===== src/rtl/wb_csr_pkg.sv =====
// rtl/wb_csr_pkg.sv - shared types and helpers for the Wishbone CSR bank
package wb_csr_pkg;

   localparam int DATA_W = 32;

   typedef enum logic {
      ST_IDLE = 1'b0,
      ST_RESP = 1'b1
   } state_t;

   // Word index of the interrupt status register (directly after the RO block)
   function automatic int irq_status_idx(input int n_rw, input int n_ro);
      return n_rw + n_ro;
   endfunction

   // Word index of the interrupt enable register
   function automatic int irq_enable_idx(input int n_rw, input int n_ro);
      return n_rw + n_ro + 1;
   endfunction

   // Expand four byte-lane selects into a 32-bit bit mask
   function automatic logic [DATA_W-1:0] sel_mask(input logic [3:0] sel);
      logic [DATA_W-1:0] m;
      m = '0;
      for (int k = 0; k < 4; k++) begin
         m[8*k +: 8] = {8{sel[k]}};
      end
      return m;
   endfunction

endpackage


===== src/rtl/wb_csr_irq.sv =====
// rtl/wb_csr_irq.sv - interrupt status/enable registers and level irq output
module wb_csr_irq #(
   parameter int N_IRQ = 8
) (
   input  logic             clk,
   input  logic             rst,
   input  logic             wr_status,
   input  logic             wr_enable,
   input  logic [N_IRQ-1:0] wdata,
   input  logic [N_IRQ-1:0] wmask,
   input  logic [N_IRQ-1:0] irq_event,
   output logic [N_IRQ-1:0] status,
   output logic [N_IRQ-1:0] enable,
   output logic             irq
);

   // Status is W1C with events winning; enable is byte-masked RW; irq lags state by one cycle
   always_ff @(posedge clk) begin
      if (rst) begin
         status <= '0;
         enable <= '0;
         irq    <= 1'b0;
      end else begin
         if (wr_status) begin
            status <= (status & ~(wdata & wmask)) | irq_event;
         end else begin
            status <= status | irq_event;
         end
         if (wr_enable) begin
            enable <= (enable & ~wmask) | (wdata & wmask);
         end
         irq <= |(status & enable);
      end
   end

endmodule


===== src/rtl/wb_csr_bank.sv =====
// rtl/wb_csr_bank.sv - Wishbone B4 classic slave with RW, RO and interrupt registers
module wb_csr_bank
   import wb_csr_pkg::*;
#(
   parameter logic [31:0]         BASE_ADDR = 32'h3000_0000,
   parameter int                  N_RW      = 6,
   parameter int                  N_RO      = 4,
   parameter int                  N_IRQ     = 8,
   parameter logic [N_RW*32-1:0]  RW_RESET  = '0
) (
   input  logic                                wb_clk_i,
   input  logic                                wb_rst_i,
   input  logic                                wbs_stb_i,
   input  logic                                wbs_cyc_i,
   input  logic                                wbs_we_i,
   input  logic [3:0]                          wbs_sel_i,
   input  logic [31:0]                         wbs_adr_i,
   input  logic [31:0]                         wbs_dat_i,
   output logic                                wbs_ack_o,
   output logic                                wbs_err_o,
   output logic [31:0]                         wbs_dat_o,
   output logic [N_RW*32-1:0]                  rw_regs_o,
   output logic [N_RW-1:0]                     rw_wr_o,
   input  logic [(N_RO > 0 ? N_RO : 1)*32-1:0] ro_regs_i,
   input  logic [N_IRQ-1:0]                    irq_event_i,
   output logic                                irq_o
);

   localparam logic [29:0] IDX_RO_END = 30'(N_RW + N_RO);
   localparam logic [29:0] IDX_STAT   = 30'(irq_status_idx(N_RW, N_RO));
   localparam logic [29:0] IDX_EN     = 30'(irq_enable_idx(N_RW, N_RO));

   state_t              state_q, state_d;
   logic                accept;
   logic                below;
   logic [29:0]         idx;
   logic                hit_rw, hit_ro, hit_stat, hit_en, mapped;
   logic [DATA_W-1:0]   wmask;
   logic [DATA_W-1:0]   rd_data;
   logic [N_IRQ-1:0]    irq_status, irq_enable;
   logic                unused_adr_lsb;

   assign unused_adr_lsb = ^wbs_adr_i[1:0];

   assign accept   = (state_q == ST_IDLE) && wbs_stb_i && wbs_cyc_i;
   assign below    = wbs_adr_i < BASE_ADDR;
   assign idx      = wbs_adr_i[31:2] - BASE_ADDR[31:2];
   assign hit_rw   = !below && (idx < 30'(N_RW));
   assign hit_ro   = !below && (idx >= 30'(N_RW)) && (idx < IDX_RO_END);
   assign hit_stat = !below && (idx == IDX_STAT);
   assign hit_en   = !below && (idx == IDX_EN);
   assign mapped   = hit_rw || hit_ro || hit_stat || hit_en;
   assign wmask    = sel_mask(wbs_sel_i);

   // Read mux over the addressed word; RO inputs are sampled at acceptance
   always_comb begin
      rd_data = '0;
      for (int i = 0; i < N_RW; i++) begin
         if (hit_rw && idx == 30'(i)) rd_data = rw_regs_o[32*i +: 32];
      end
      for (int j = 0; j < N_RO; j++) begin
         if (hit_ro && idx == 30'(N_RW + j)) rd_data = ro_regs_i[32*j +: 32];
      end
      if (hit_stat) rd_data[N_IRQ-1:0] = irq_status;
      if (hit_en)   rd_data[N_IRQ-1:0] = irq_enable;
   end

   // Next state: accept in IDLE, always leave RESP after one cycle
   always_comb begin
      state_d = state_q;
      case (state_q)
         ST_IDLE: if (accept) state_d = ST_RESP;
         ST_RESP: state_d = ST_IDLE;
         default: state_d = ST_IDLE;
      endcase
   end

   // State register
   always_ff @(posedge wb_clk_i) begin
      if (wb_rst_i) state_q <= ST_IDLE;
      else          state_q <= state_d;
   end

   // Response outputs are high only during the RESP cycle following acceptance
   always_ff @(posedge wb_clk_i) begin
      if (wb_rst_i) begin
         wbs_ack_o <= 1'b0;
         wbs_err_o <= 1'b0;
         wbs_dat_o <= '0;
         rw_wr_o   <= '0;
      end else begin
         wbs_ack_o <= accept && mapped;
         wbs_err_o <= accept && !mapped;
         wbs_dat_o <= (accept && mapped && !wbs_we_i) ? rd_data : '0;
         for (int i = 0; i < N_RW; i++) begin
            rw_wr_o[i] <= accept && wbs_we_i && hit_rw && (idx == 30'(i));
         end
      end
   end

   // RW word storage with byte-lane write masking
   always_ff @(posedge wb_clk_i) begin
      if (wb_rst_i) begin
         rw_regs_o <= RW_RESET;
      end else begin
         for (int i = 0; i < N_RW; i++) begin
            if (accept && wbs_we_i && hit_rw && (idx == 30'(i))) begin
               rw_regs_o[32*i +: 32] <= (rw_regs_o[32*i +: 32] & ~wmask) | (wbs_dat_i & wmask);
            end
         end
      end
   end

   wb_csr_irq #(
      .N_IRQ(N_IRQ)
   ) u_irq (
      .clk       (wb_clk_i),
      .rst       (wb_rst_i),
      .wr_status (accept && wbs_we_i && hit_stat),
      .wr_enable (accept && wbs_we_i && hit_en),
      .wdata     (wbs_dat_i[N_IRQ-1:0]),
      .wmask     (wmask[N_IRQ-1:0]),
      .irq_event (irq_event_i),
      .status    (irq_status),
      .enable    (irq_enable),
      .irq       (irq_o)
   );

endmodule


===== config.mk =====
export PLATFORM = sky130hd
export DESIGN_NAME = wb_csr_bank
export DESIGN_NICKNAME = d
export VERILOG_FILES = /design/src/rtl/wb_csr_pkg.sv /design/src/rtl/wb_csr_irq.sv /design/src/rtl/wb_csr_bank.sv
export SDC_FILE = /design/constraint.sdc
export NUM_CORES = 1
export LEC_CHECK = 0
export CORE_MARGIN = 2
export CORE_UTILIZATION = 40
export DETAILED_ROUTE_END_ITERATION = 8
export PLACE_DENSITY = 0.82
export SLEW_MARGIN = 30
export SYNTH_ARGS = -nofsm -noshare
export SYNTH_HDL_FRONTEND = slang
export SYNTH_SLANG_ARGS = --single-unit

===== constraint.sdc =====
create_clock -name wb_clk_i -period 3.8 [get_ports wb_clk_i]
set_input_delay 0.57 -clock wb_clk_i [delete_from_list [all_inputs] [get_ports wb_clk_i]]
set_output_delay 0.57 -clock wb_clk_i [all_outputs]
set_load 0.05 [all_outputs]

==> results.toml <==
[outcome]
status = "completed"

[cells_and_area]
drive_gt1_share_pct = 9.330
final_area_sq_um = 17440
multi_input_area_sq_um = 5946
fill_cells = 2306
area.growth.synth_to_final_pct = 53.44
nets = 1980
seq_area_sq_um = 5005

[clock_tree]
htree_levels = 1
clock-root-buffer = "clkbuf_16"
clock_path_buffers = 3
clock_latency_ps = 550
cts_buffers = 28
cts_hold_buffers = 0
cts_resized = 0
cts_tree = "built"
cts_sinks = 250
clk_pin_slew_ps = 60
post-cts-setup-buffer-count = 0

[synthesis]
syn_area_sq_um = 11360
synth_fa_ha_area_share_pct = 0.2202
synth_cell_types = 59
muxShareOfSynthArea_pct = 10.66
synth_compound_area_share_pct = 18.55
yosysWarnings = 0
synth-seq-cells = 250
synth_top_family_by_area = "simple AND/OR/NAND/NOR gates"
syn_area_per_cell_sq_um = 8.456
synth_edf_count = 0
yosys_most_used_dff = "dfxtp_1"
syn_nets = 1555
synth_xor_area_share_pct = 0
synth_cells = 1344
synth_seq_area_share_pct = 44.04
synthSimpleGateAreaFrac_pct = 22.54
ys_async_sr_fraction_pct = 0

[power]
power.density_nw_per_um2 = 341.8
power_leakage_nw = 5.884
peakVddDrop_v = 0.0003500

[floorplanning]
boundaryPins = 442
start_util_pct = 40.79
coreArea_sq_um = 27860
die_h_um = 172.6
std_cell_rows = 61
die_width_um = 172.6
fp.dieArea_sq_um = 29780

[sta]
hold_viol_final = 0
setup_violations = 0
tightest_slew_ps = 800.5
rsz0062_at_grt = "false"
fin_ws_ps = 473.2
maxSlewViolCount = 0
fin_crit_sh_pct = 87.55
min_period_ps = 3327
tns_ps = 0
finClkSkew_ps = 17.82
relSlewSlack_pct = 46.63
max_freq_mhz = 300.6

[placement]
dp_hpwl_um = 38190
placedInstanceArea_sq_um = 16430
place.gp.congestion = 0.9625
io_buffer_count = 439
place_ws_ps = -47.52

[setup_path]
startpoint_type = "input pin"
cp.arrival_ps = 3760
crit_fanout = 16
cp-end-kind = "flop"
crit_required_ps = 4230
path_class = "input pin to flop"

[global_routing]
overflow = 0
grt_usage_pct = 32.34
grt_max_degree = 76
grt_pass1_vias = 12150
antenna_found_initial = 7
grt_pass1_wl_um = 75390

[route]
via_count = 12630
viasPerCell = 5.808
post-route-drc-count = 0
routedWlPerCell_um = 23.21
routed.top_layer = "met5"
ant_nets = 0
drt_iter0_markers = 1308
drt_wl_total_um = 50450
wl_met2_um = 22890
first_pass_iters = 6
wl_met1_um = 20760
dr_wl_met3_um = 4683

[run]
cap_violations = 0

[min_path]
hold_path.class = "input pin to flop"
[cell usage after synthesis (all sizes together), types with 25 or more instances]
master / n / area, sq um
a21oi: 175 / 875.8
a22o: 36 / 315.3
buf: 25 / 127.6
clkbuf: 83 / 311.6
dfxtp: 250 / 5005
mux2i: 49 / 490.5
mux4: 32 / 720.7
nand2: 334 / 1254
nand3: 35 / 180.2
nor2: 91 / 341.6
nor3: 27 / 135.1
[report_power, final]
| part | switching (mW) | leakage [nW] | total, mW | internal [mW] |
|---|---|---|---|---|
| registers | 0.00725 | 2.02 | 2.63 | 2.63 |
| logic | 0.200 | 3.38 | 0.430 | 0.229 |
| clock network | 1.14 | 0.486 | 2.90 | 1.76 |
[kinds of logic (layout without fill, tap and decap cells)]
logic type | after synthesis | in the layout
buffers and inverters | 112 | 558
other | 0 | 6
DFF | 250 | 250
adders and majority gates | 2 | 2
and+or+nand+nor | 570 | 570
AOI/OAI and AO/OA | 329 | 329
muxes | 81 | 81
[through the flow]
stage | utilization, % | hold WS (ps) | instances | total power, mW
2_1_floorplan | - | 444.9 | 1344 | 2.805
3_5_place_dp | 58.98 | 459.2 | 2117 | 3.111
3_3_place_gp | 58.90 | 449.5 | 2116 | 3.106
4_1_cts | 62.54 | 353.7 | 2168 | 5.970
5_1_grt | 62.59 | 365.5 | 2173 | 6.113
6_report | 62.60 | 369.2 | 2174 | 5.960
[final timing paths]
path	start	end	slack [ps]	depth (start not counted)
max	wbs_adr_i[28]	wbs_dat_o[28]$_SDFF_PP0_	470	11
min	wb_rst_i	flop	370	2
max reg2reg	state_q$_SDFF_PP0_	flop	1780	7
min reg2reg	flop	flop	470	2
[placed cells by master, fill, tap and decap left out, drive strengths merged, types with 5 or more instances in the layout]
cell type      Yosys  routed
nor2b              5       5
a2111oi           20      20
or3                7       7
nand4              8       8
mux4              32      32
clkdlybuf4s50      0     436
nor3              27      27
o22ai             20      20
nor4              19      19
and3              20      20
a22oi             17      17
buf               25      67
and2               9       9
a22o              36      36
dfxtp            250     250
o211ai             5       5
nand2            334     334
clkbuf            83      38
a222oi             8       8
mux2i             49      49
nor2              91      91
a211oi             6       6
diode              0       6
clkinv             0       7
o21ai             13      13
and4               5       5
a21oi            175     175
nand3             35      35
[cell type report]
| cell class | count | area share, % |
|---|---|---|
| multi-input cells | 982 | 34.10 |
| clock buffers | 38 | 4.635 |
| repair buffers | 503 | 28.62 |
| well taps | 378 | 2.712 |
| diodes | 6 | 0.08610 |
| flip-flops and latches | 250 | 28.70 |
| clock inverters | 13 | 1.062 |
| inverters | 4 | 0.08610 |
[metal layers]
| metal | GRT usage [%] | vias up |
|---|---|---|
| met5 | 0 | - |
| met4 | 12.54 | 4 |
| met3 | 7.102 | 122 |
| met2 | 51.39 | 742 |
| met1 | 42.99 | 6086 |
| li1 | - | 5673 |
[worst max-delay path: stages]
cell             delay (ps)
clkdlybuf4s50_1         570
ha_1                    270
nand2b_1                180
or3_1                   400
a211o_1                 260
buf_4                   170
and4_1                  260
buf_4                   230
a2111oi_0               580
buf_4                   210
nor3_1                   40
Note: power is estimated with default switching activity, not from simulation.
